### src/rtl/lcd_sync_gen.sv
// LCD timing generator: h/v counters, pixel requests and a latency-matched
// sync/DE pipeline so panel outputs line up with the returned pixel data.
module lcd_sync_gen #(
    parameter int H_ACTIVE = 800,
    parameter int H_FP     = 40,
    parameter int H_SYNC   = 128,
    parameter int H_BP     = 88,
    parameter int V_ACTIVE = 600,
    parameter int V_FP     = 1,
    parameter int V_SYNC   = 4,
    parameter int V_BP     = 23,
    parameter bit SYNC_POL = 1'b0,
    parameter int DATA_LAT = 2,
    parameter int CW       = 12
) (
    input  logic          clk,
    input  logic          rst,
    input  logic          en,
    input  logic [23:0]   pix_data,
    output logic [CW-1:0] lcd_xpos,
    output logic [CW-1:0] lcd_ypos,
    output logic          req_valid,
    output logic          lcd_hs,
    output logic          lcd_vs,
    output logic          lcd_de,
    output logic [23:0]   lcd_rgb,
    output logic          frame_start,
    output logic          running
);

    localparam int H_TOTAL = H_ACTIVE + H_FP + H_SYNC + H_BP;
    localparam int V_TOTAL = V_ACTIVE + V_FP + V_SYNC + V_BP;

    if (H_TOTAL - 1 >= 2 ** CW || V_TOTAL - 1 >= 2 ** CW) begin : g_cw_err
        $error("lcd_sync_gen: CW too narrow for H_TOTAL/V_TOTAL");
    end
    if (DATA_LAT < 0 || DATA_LAT > 4) begin : g_lat_err
        $error("lcd_sync_gen: DATA_LAT must be 0..4");
    end

    localparam logic [CW-1:0] H_LAST   = CW'(H_TOTAL - 1);
    localparam logic [CW-1:0] V_LAST   = CW'(V_TOTAL - 1);
    localparam logic [CW-1:0] H_A_LAST = CW'(H_ACTIVE - 1);
    localparam logic [CW-1:0] V_A_LAST = CW'(V_ACTIVE - 1);
    localparam logic [CW-1:0] HS_FIRST = CW'(H_ACTIVE + H_FP);
    localparam logic [CW-1:0] HS_LAST  = CW'(H_ACTIVE + H_FP + H_SYNC - 1);
    localparam logic [CW-1:0] VS_FIRST = CW'(V_ACTIVE + V_FP);
    localparam logic [CW-1:0] VS_LAST  = CW'(V_ACTIVE + V_FP + V_SYNC - 1);

    typedef enum logic {
        S_IDLE,
        S_RUN
    } state_t;

    state_t          r_state;
    logic [CW-1:0]   r_h;
    logic [CW-1:0]   r_v;
    logic [DATA_LAT:0] r_de_p;
    logic [DATA_LAT:0] r_hs_p;
    logic [DATA_LAT:0] r_vs_p;
    logic [DATA_LAT:0] r_fs_p;
    logic [23:0]     r_rgb;

    logic            w_run;
    logic            w_de;
    logic            w_hs;
    logic            w_vs;
    logic            w_fs;
    logic [DATA_LAT+1:0] w_de_all;
    logic [DATA_LAT+1:0] w_hs_all;
    logic [DATA_LAT+1:0] w_vs_all;
    logic [DATA_LAT+1:0] w_fs_all;

    assign w_run = (r_state == S_RUN);
    assign w_de  = w_run && (r_h <= H_A_LAST) && (r_v <= V_A_LAST);
    assign w_hs  = w_run && (r_h >= HS_FIRST) && (r_h <= HS_LAST);
    assign w_vs  = w_run && (r_v >= VS_FIRST) && (r_v <= VS_LAST);
    assign w_fs  = w_run && (r_h == '0) && (r_v == '0);

    always_ff @(posedge clk) begin
        if (rst) begin
            r_state <= S_IDLE;
            r_h     <= '0;
            r_v     <= '0;
        end else begin
            unique case (r_state)
                S_IDLE: begin
                    r_h <= '0;
                    r_v <= '0;
                    if (en) r_state <= S_RUN;
                end
                S_RUN: begin
                    if (r_h == H_LAST) begin
                        r_h <= '0;
                        if (r_v == V_LAST) begin
                            r_v <= '0;
                            // en is only honoured at the frame boundary
                            if (!en) r_state <= S_IDLE;
                        end else begin
                            r_v <= r_v + CW'(1);
                        end
                    end else begin
                        r_h <= r_h + CW'(1);
                    end
                end
                default: r_state <= S_IDLE;
            endcase
        end
    end

    // Tap [k] holds the counter-state flag from k clocks ago
    assign w_de_all = {r_de_p, w_de};
    assign w_hs_all = {r_hs_p, w_hs};
    assign w_vs_all = {r_vs_p, w_vs};
    assign w_fs_all = {r_fs_p, w_fs};

    always_ff @(posedge clk) begin
        if (rst) begin
            r_de_p <= '0;
            r_hs_p <= '0;
            r_vs_p <= '0;
            r_fs_p <= '0;
            r_rgb  <= '0;
        end else begin
            r_de_p <= w_de_all[DATA_LAT:0];
            r_hs_p <= w_hs_all[DATA_LAT:0];
            r_vs_p <= w_vs_all[DATA_LAT:0];
            r_fs_p <= w_fs_all[DATA_LAT:0];
            r_rgb  <= w_de_all[DATA_LAT] ? pix_data : 24'd0;
        end
    end

    assign req_valid   = w_de;
    assign lcd_xpos    = w_de ? r_h : '0;
    assign lcd_ypos    = w_de ? r_v : '0;
    assign running     = w_run;
    assign lcd_de      = w_de_all[DATA_LAT+1];
    assign frame_start = w_fs_all[DATA_LAT+1];
    assign lcd_hs      = w_hs_all[DATA_LAT+1] ? SYNC_POL : ~SYNC_POL;
    assign lcd_vs      = w_vs_all[DATA_LAT+1] ? SYNC_POL : ~SYNC_POL;
    assign lcd_rgb     = r_rgb;

endmodule

### config.mk
export PLATFORM = sky130hd
export DESIGN_NAME = lcd_sync_gen
export DESIGN_NICKNAME = d
export VERILOG_FILES = /design/src/rtl/lcd_sync_gen.sv
export SDC_FILE = /design/constraint.sdc
export NUM_CORES = 1
export LEC_CHECK = 0
export BUFFER_PORTS_ARGS = -buffer_cell sky130_fd_sc_hd__buf_4
export CAP_MARGIN = 20
export CORE_MARGIN = 2
export CORE_UTILIZATION = 50
export CTS_CLUSTER_DIAMETER = 60
export DETAILED_ROUTE_END_ITERATION = 16
export PLACE_DENSITY_LB_ADDON = 0.1
export SYNTH_ARGS = -nofsm -noshare
export SYNTH_HDL_FRONTEND = slang
export SYNTH_SLANG_ARGS = --single-unit
### constraint.sdc
create_clock -name clk -period 2.35 [get_ports clk]
set_input_delay 0 -clock clk [delete_from_list [all_inputs] [get_ports clk]]
set_output_delay 0 -clock clk [all_outputs]
set_load 0.005 [all_outputs]
======== Word-level counts from Yosys, hierarchy flattened ========
Cells that the tools add are included.
word-level totals
  word-level logic and storage cells ...... 45
  output and inout bits ................... 54
  input port bits ......................... 27
  register bits ........................... 61
operators by class
  equal/unequal tests ..................... 3
  $add $sub $neg .......................... 2
  $lt $le $gt $ge ......................... 6
  bitwise gates (word level) .............. 2
  reductions and logical operators ........ 11
  muxes and demuxes ....................... 13
operators by type and width
  operator                                                          number
  two-way mux 12 bit                                                5
  less-or-equal comparator 12 x 10 -> 1 bit, second input constant  4
  one-hot mux 12 bit (2 select lines)                               2
  adder 12 x 1 -> 12 bit, second input constant                     2
  >= comparator 12 x 10 -> 1 bit, second input constant             2
  logical NOT 12 bit                                                2
  equality test 12 x 10 -> 1 bit, second input constant             1
  equality test 12 x 11 -> 1 bit, second input constant             1
  logical AND 1 bit                                                 8
  two-way mux 1 bit                                                 5
  inequality test 2 x 1 -> 1 bit, second input constant             1
  NOT 1 bit                                                         2
  one-hot mux 1 bit (2 select lines)                                1
  OR reduction 2 bit                                                1

======== Logic depth before layout (Yosys ltp) ========
Gate-level depths: netlist of run 1.
  depth in word-level cells ............... 4
  depth in mapped cells ................... 7
  depth with buffers taken out ............ 6

======== Worst setup path before layout of run 1 ========
No wires, ideal clock.
  kind .................................... flip-flop to flip-flop
  start ................................... reg r_h[0]
  end ..................................... reg r_v[9]
  arrival ................................. 1.654 ns
  library setup time ...................... 0.071 ns
  period minus slack after synthesis ...... 1.725 ns
  setup slack ............................. 0.625 ns
  stages on the path, launching flop included .. 7
  path buffers ............................ 1
  data required time ...................... 2.279 ns
  cell sequence ........................... dfxtp_1 -> ha_1 -> and4_1 -> buf_2 -> a41oi_2 -> or4_1 -> a21oi_1
between the ends
  cells in the longest elaborated chain, start to end .. 2
ends and longest elaborated chain
  element                                   RTL line  text
  from (decl)                               56        logic [CW-1:0] r_h;
  from (signal assigned)                    103       r_h <= r_h + CW'(1);
  equality test 12 x 11 -> 1 bit            93        if (r_h == H_LAST) begin
  inequality test 2 x 1 -> 1 bit (no line)  n/a
  to (signal assigned)                      100       r_v <= r_v + CW'(1);
  to (decl)                                 57        logic [CW-1:0] r_v;
Every way passes these cells.
A chain may end at the register's enable or synchronous reset.

======== Worst setup path in the final report of run 1 ========
  start ................................... reg r_v[5]
  end ..................................... out lcd_xpos[2]
between the ends
  cells in the longest elaborated chain, start to end .. 3
ends and longest elaborated chain
  element                                    RTL line  text
  less-or-equal comparator 12 x 10 -> 1 bit  75        assign w_de = w_run && (r_h <= H_A_LAST) && (r_v <= V_A_LAST);
  logical AND 1 bit                          75
  two-way mux 12 bit                         134       assign lcd_xpos = w_de ? r_h : '0;
  to (decl)                                  20        output logic [CW-1:0] lcd_xpos,
Every way passes these cells.

==> metrics.log, run 1 <==
INFO  metric synth.yosys.warnings = 0
INFO  metric coreArea = 5040 sq um
INFO  metric fillers = 376
INFO  metric timing.critical_path.cells = a211o_1, a211o_1, nor3b_4, buf_4, and2_1, buf_4
INFO  metric drive_above_1_share = 0.262
INFO  metric die_y = 75.7 um
INFO  metric max-cap-violations = 0
INFO  metric die_width = 75.7 um
INFO  metric critical-path-max-stage-delay = 0.43 ns
INFO  metric post-place-cells = 417
INFO  metric final_cell_mix = 82 x sky130_fd_sc_hd__buf_4, 61 x sky130_fd_sc_hd__dfxtp_1, 47 x sky130_fd_sc_hd__and2_1
INFO  metric drtIter0Drc = 79
INFO  metric postSynthAreaPerCell = 9.10 sq um
INFO  metric number_of_vias_per_cell_after_detailed_routing = 4.98
INFO  metric grt_antenna_before_repair = 0
INFO  metric finalHoldViolations = 0
INFO  metric cts_htree_levels = 3
INFO  metric fin_worst_hold_slack = 0.419 ns
INFO  metric route.met2.wl = 2890 um
INFO  metric aggregate_global_routing_overflow = 0
INFO  metric area_taken_by_multi_input_logic_gates = 1230 sq um
INFO  metric final.setup.tns = 0 ns
INFO  metric synth_cell_type_count = 38
INFO  metric clock_skew = 0.0107 ns
INFO  metric final_core_util = 0.725
INFO  metric routed_wirelength = 6090 um
INFO  metric synth-seq-area-share = 0.476
INFO  metric area.sequential = 1220 sq um
INFO  metric setup_repair_after_global_routing_missed_its_margin = false
INFO  metric synth-edff-count = 0
INFO  metric clock_tree.buffer_depth = 2
INFO  metric grt_pass1_vias = 1982
INFO  metric portBuffers = 76
INFO  metric status = completed
INFO  metric finalPower = 2110 uW
INFO  metric ant_nets = 0
INFO  metric route.detailed.wl_per_inst = 13.2 um
INFO  metric cts_tree = yes
INFO  metric power.leakage = 0.00158 uW
INFO  metric max_clock_freq = 470 MHz
INFO  metric layout.cells.non_filler = 460
INFO  metric worstSetupPathType = register to primary output
INFO  metric number_of_instances_in_the_synthesized_netlist = 282
INFO  metric hpwl_reported_at_the_end_of_detailed_placement = 3780 um
INFO  metric grt_first_pass_wirelength = 9170 um
INFO  metric cts_inserted_buffers = 9
INFO  metric nNetsFinal = 418
INFO  metric post-route-period-util = 0.906
INFO  metric tritoncts_num_sinks = 61
INFO  metric num_rows = 26
INFO  metric clk_latency = 0.33 ns
INFO  metric synth-seq-cells = 61
INFO  metric top_reg_cell_synth = sky130_fd_sc_hd__dfxtp_1
INFO  metric yosysTopAreaCellShare = 0.476
INFO  metric netlist_area = 2570 sq um
INFO  metric powerDensity = 578 nW/um^2
INFO  metric hold_class = primary input to register
INFO  metric leading_cell_type_in_the_layout_fill_and_taps_excluded = sky130_fd_sc_hd__buf_4
INFO  metric synth_area_leader_cell = sky130_fd_sc_hd__dfxtp_1
INFO  metric cts-root-buf = sky130_fd_sc_hd__clkbuf_8
INFO  metric crit_fanout = 15
INFO  metric antenna_cells = 0
INFO  metric die_area = 5720 sq um
INFO  metric boundaryPins = 81
INFO  metric remaining_drc_errors = 0
INFO  metric grt_usage = 0.214
INFO  metric dr_total_vias = 2293
INFO  metric area_growth = 42.3%
INFO  metric timing.critical_path.to_type = primary output
INFO  metric final_report_max_slew_violation_count = 0
INFO  metric critPathArrivalTime = 2.13 ns
INFO  metric cp-start-kind = register
INFO  metric max_vdd_drop = 0.320 mV
INFO  metric top_layer_used = met4
INFO  metric wirelength_met1 = 2790 um
INFO  metric dr.pass1.iters = 7
INFO  metric wl_met3 = 362 um
INFO  metric cts.reportedPaths.clkPinSlew = 0.08 ns
INFO  metric ys_async_sr_fraction = 0
INFO  metric pin_count_of_the_biggest_net_entering_global_routing = 21
INFO  metric slowest_stage = sky130_fd_sc_hd__dfxtp_1
INFO  metric layout_min_cycle_time = 2.13 ns
INFO  metric initial_utilization = 0.509
INFO  metric timing.final.setup_violations = 0
INFO  metric synthTopCellsByArea = sky130_fd_sc_hd__dfxtp_1 48%, sky130_fd_sc_hd__and2_1 11%, sky130_fd_sc_hd__nand2_1 3.2%
INFO  metric worst_ep_required_time = 2.35 ns
INFO  metric finalWeightedCongestion = 0.836
==> registers in the layout, indices dropped and copies added (netlist names) <==
signal   count
r_vs_p       3
r_de_p       3
r_fs_p       3
r_hs_p       3
r_h         12
r_v         12
lcd_rgb     24
running      1
==> metal layers <==
metal  vias to the layer above  GRT usage
li1                       1161          -
met1                      1045      0.281
met2                        83      0.342
met3                         4     0.0357
met4                         0      0.103
met5                         -          0
==> path summary, 6_finish.rpt <==
check               start          end  slack, ns  cells after the start
max                r_v[5]  lcd_xpos[2]       0.22                      6
min          pix_data[20]  lcd_rgb[20]       0.42                      3
max reg2reg        r_h[0]       r_v[9]       0.44                      5
min reg2reg     r_vs_p[1]    r_vs_p[2]       0.44                      1
==> worst max-delay path: cells and delay by family, from the launching register on <==
kind	cells	cell delay, ns
simple gates	2	0.39
buf+inv	2	0.32
flops	1	0.43
compound gates	2	0.64
==> cell type report <==
cell class              count  area share
multi-input cells         195       0.336
flip-flops and latches     61       0.334
repair buffers            109       0.243
clock buffers               9      0.0339
well taps                  70      0.0240
clock inverters             7      0.0205
inverters                   9     0.00924
==> synth_stat cells (5+ instances only) <==
cell / instances
sky130_fd_sc_hd__a21oi_1: 11
sky130_fd_sc_hd__and2_1: 47
sky130_fd_sc_hd__and3_1: 6
sky130_fd_sc_hd__and4_1: 6
sky130_fd_sc_hd__buf_2: 5
sky130_fd_sc_hd__clkbuf_1: 10
sky130_fd_sc_hd__dfxtp_1: 61
sky130_fd_sc_hd__ha_1: 6
sky130_fd_sc_hd__inv_1: 9
sky130_fd_sc_hd__nand2_1: 22
sky130_fd_sc_hd__nand3_1: 8
sky130_fd_sc_hd__nand4_1: 11
sky130_fd_sc_hd__nor2_1: 15
sky130_fd_sc_hd__nor2b_1: 9
sky130_fd_sc_hd__xor2_1: 9
==> through the flow <==
stage / setup WS, ns / area [sq um]
floorplan: 0.625 / 2580
global placement: 0.429 / 3170
detailed placement: 0.428 / 3180
CTS: 0.0490 / 3640
global route: 0.0850 / 3650
finish: 0.222 / 3650
==> cell families after synthesis <==
family,share of synthesized area
xor+xnor,0.0341
other cells,0.00146
flops,0.476
buf+inv,0.0536
compound gates,0.0853
fa+ha+maj,0.0292
simple gates,0.321
==> what timing repair did <==
action                     in CTS  in global routing
setup buffers                   0                  1
gates resized for setup         0                  1
hold buffers                   26                  0
setup endpoints to repair       0                 14
hold endpoints to repair       33                  0
==> report_power, final <==
group	switching [uW]	total, uW	internal (uW)
Combinational	50.3	133	82.4
Clock	438	930	492
Sequential	5.28	1050	1040
(Power assumes the default switching activity.)
==> run 2, diff against run 1 <==
--- a/config.mk
+++ b/config.mk
@@ -6,8 +6,8 @@
 export NUM_CORES = 1
 export LEC_CHECK = 0
 export BUFFER_PORTS_ARGS = -buffer_cell sky130_fd_sc_hd__buf_4
-export CAP_MARGIN = 20
-export CORE_MARGIN = 2
+export CAP_MARGIN = 0
+export CORE_MARGIN = 4
 export CORE_UTILIZATION = 50
 export CTS_CLUSTER_DIAMETER = 60
 export DETAILED_ROUTE_END_ITERATION = 16
==> constraint.sdc (replaced) <==
create_clock -name clk -period 2.45 [get_ports clk]
set_input_delay 0 -clock clk [delete_from_list [all_inputs] [get_ports clk]]
set_output_delay 0 -clock clk [all_outputs]
set_load 0.005 [all_outputs]
==> run 2 against run 1 <==
  * Clock skew about the same
  * Flip-flop and latch count unchanged
  * Combinational power decreased by 6%
  * Wire length increased by 9.0%
  * First-iteration DRC count decreased by 11%
  * Critical endpoint is now lcd_xpos[0]
  * Largest power group unchanged
  * Non-clock buffer count decreased by 2
  * Sequential power decreased by 4%
  * Register-to-register slack about the same
  * Worst hold slack got worse by 0.023 ns
  * Die area increased by 11%
==> metrics.log, run 2 (same netlist as run 1, synthesis figures left out) <==
INFO  metric reg2reg_slack = 0.45 ns (about the same)
INFO  metric drtIter0Drc = 70 (-11%)
INFO  metric fillers = 358 (-4.8%)
INFO  metric antenna_cells = 0 (unchanged)
INFO  metric max-slew-margin-rel = 0.181
INFO  metric clock_skew = 0.0111 ns (+0.000417 ns)
INFO  metric nNetsFinal = 416 (-0.48%)
INFO  metric largest_reg_flops = 24 (unchanged)
INFO  metric area_growth = 41.2%
INFO  metric final.setup.tns = 0 ns (unchanged)
INFO  metric cts-root-buf = sky130_fd_sc_hd__clkbuf_8
INFO  metric clock_tree.buffer_depth = 2 (unchanged)
INFO  metric grt_antenna_before_repair = 0 (unchanged)
INFO  metric number_of_vias_per_cell_after_detailed_routing = 5.09 (+2.1%)
INFO  metric power.leakage = 0.00157 uW (about the same)
INFO  metric initial_utilization = 0.530 (+0.0204)
INFO  metric final_cell_mix = 81 x sky130_fd_sc_hd__buf_4, 61 x sky130_fd_sc_hd__dfxtp_1, 47 x sky130_fd_sc_hd__and2_1
INFO  metric drive_above_1_share = 0.258 (-0.00381)
INFO  metric boundaryPins = 81 (unchanged)
INFO  metric finalWeightedCongestion = 0.866 (+3.5%)
INFO  metric critPathArrivalTime = 2.27 ns (+0.14 ns)
INFO  metric post-route-period-util = 0.926
INFO  metric crit_fanout = 16 (+1)
INFO  metric finalHoldViolations = 0 (unchanged)
INFO  metric layout_min_cycle_time = 2.27 ns
INFO  metric ant_nets = 0 (unchanged)
INFO  metric grt_first_pass_wirelength = 10800 um (+18%)
INFO  metric die_width = 79.7 um (+5.3%)
INFO  metric finalPower = 2030 uW (-3.9%)
INFO  metric cts_tree = yes
INFO  metric remaining_drc_errors = 0 (unchanged)
INFO  metric critical_path.reg2reg.startpoint = r_h[0]
INFO  metric route.detailed.wl_per_inst = 14.6 um (+10%)
INFO  metric routed_wirelength = 6640 um (+9.0%)
INFO  metric worst_pin_slew = 1.23 ns
INFO  metric route.met2.wl = 3220 um (+11%)
INFO  metric coreArea = 4850 sq um (-3.8%)
INFO  metric portBuffers = 76 (unchanged)
INFO  metric die_y = 79.7 um (+5.3%)
INFO  metric cts_inserted_buffers = 9 (unchanged)
INFO  metric grt_pass1_vias = 2282 (+15%)
INFO  metric wl_met3 = 467 um (+29%)
INFO  metric crit_start = r_v[6]
INFO  metric tritoncts_num_sinks = 61 (unchanged)
INFO  metric powerDensity = 560 nW/um^2 (-3.1%)
INFO  metric max-cap-violations = 0 (unchanged)
INFO  metric leading_cell_type_in_the_layout_fill_and_taps_excluded = sky130_fd_sc_hd__buf_4
INFO  metric status = completed
INFO  metric hpwl_reported_at_the_end_of_detailed_placement = 4040 um (+6.8%)
INFO  metric dr.pass1.iters = 4 (-3)
INFO  metric hold_class = primary input to register
INFO  metric max_vdd_drop = 0.347 mV (+8.5%)
INFO  metric clk_latency = 0.34 ns (about the same)
INFO  metric cts_htree_levels = 3 (unchanged)
INFO  metric top_layer_used = met4
INFO  metric num_rows = 25 (-3.8%)
INFO  metric max_clock_freq = 441 MHz
INFO  metric timing.final.setup_violations = 0 (unchanged)
INFO  metric worst_ep_required_time = 2.45 ns (+0.10 ns)
INFO  metric setup_repair_after_global_routing_missed_its_margin = false
INFO  metric timing.critical_path.to_type = primary output
INFO  metric wirelength_met1 = 2860 um (+2.4%)
INFO  metric cp-start-kind = register
INFO  metric pin_count_of_the_biggest_net_entering_global_routing = 26 (+24%)
INFO  metric worstSetupPathType = register to primary output
INFO  metric die_area = 6350 sq um (+11%)
INFO  metric final_report_max_slew_violation_count = 0 (unchanged)
INFO  metric dr_total_vias = 2315 (+0.96%)
INFO  metric grt_usage = 0.219 (+0.00554)
INFO  metric aggregate_global_routing_overflow = 0 (unchanged)
INFO  metric hold_path.startpoint = pix_data[6]
INFO  metric cts.reportedPaths.clkPinSlew = 0.08 ns (about the same)
run 2: cell types whose count changed in the layout (fill, tap and decap cells not counted), sizes merged:
| cell | delta |
|---|---|
| buf | -2 |
| clkinvlp | -3 |
| clkinv | +3 |
run 2: through the flow:
step	cell area [sq um]	cells	utilization	hold slack (ns)	setup slack [ns]
floorplan	2580	285	-	0.122	0.725
global placement	3170	413	0.653	0.202	0.568
detailed placement	3170	413	0.653	0.204	0.528
CTS	3630	455	0.748	0.403	0.166
global route	3630	455	0.748	0.399	0.0809
finish	3630	455	0.748	0.397	0.180
run 2: worst paths after layout:
| path | to | cells after the start |
|---|---|---|
| setup / recovery | lcd_xpos[0] | 6 |
| hold / removal | lcd_rgb[6] | 3 |
| setup reg to reg | r_v[6] | 5 |
| hold reg to reg | r_vs_p[1] | 1 |
run 2: power by group:
part | total (uW) | leakage [uW] | internal, uW | switching, uW
sequential | 1010 | 0.000493 | 1000 | 5.25
clock | 898 | 0.000104 | 475 | 423
combinational | 125 | 0.000978 | 76.6 | 48.3
run 2: cell type report:
| class | instances | area (sq um) | share of cell area |
|---|---|---|---|
| Clock buffer | 9 | 124 | 0.0342 |
| Clock inverter | 7 | 75.1 | 0.0207 |
| Multi-Input combinational cell | 195 | 1220 | 0.336 |
| Sequential cell | 61 | 1220 | 0.337 |
| Timing Repair Buffer | 107 | 868 | 0.239 |
| Inverter | 9 | 33.8 | 0.00932 |
| Tap cell | 67 | 83.8 | 0.0231 |
run 2: what timing repair did:
item / 4_1_cts / 5_1_grt
hold buffers: 26 / 0
setup buffers: 0 / 0
resized for setup: 0 / 0
hold endpoints to repair: 32 / 0
run 2: critical path, cell delays in order (launching register included):
cell and delay [ns]:
sky130_fd_sc_hd__dfxtp_1 0.41, sky130_fd_sc_hd__a211o_1 0.33, sky130_fd_sc_hd__a211o_1 0.33, sky130_fd_sc_hd__nor3b_2 0.36
sky130_fd_sc_hd__buf_4 0.26, sky130_fd_sc_hd__and2_1 0.15, sky130_fd_sc_hd__buf_4 0.11
run 2: routing by layer:
layer / vias up / track usage
met4: 0 / 0.0893
met2: 87 / 0.376
met3: 9 / 0.0632
li1: 1160 / -
met5: - / 0
met1: 1059 / 0.254
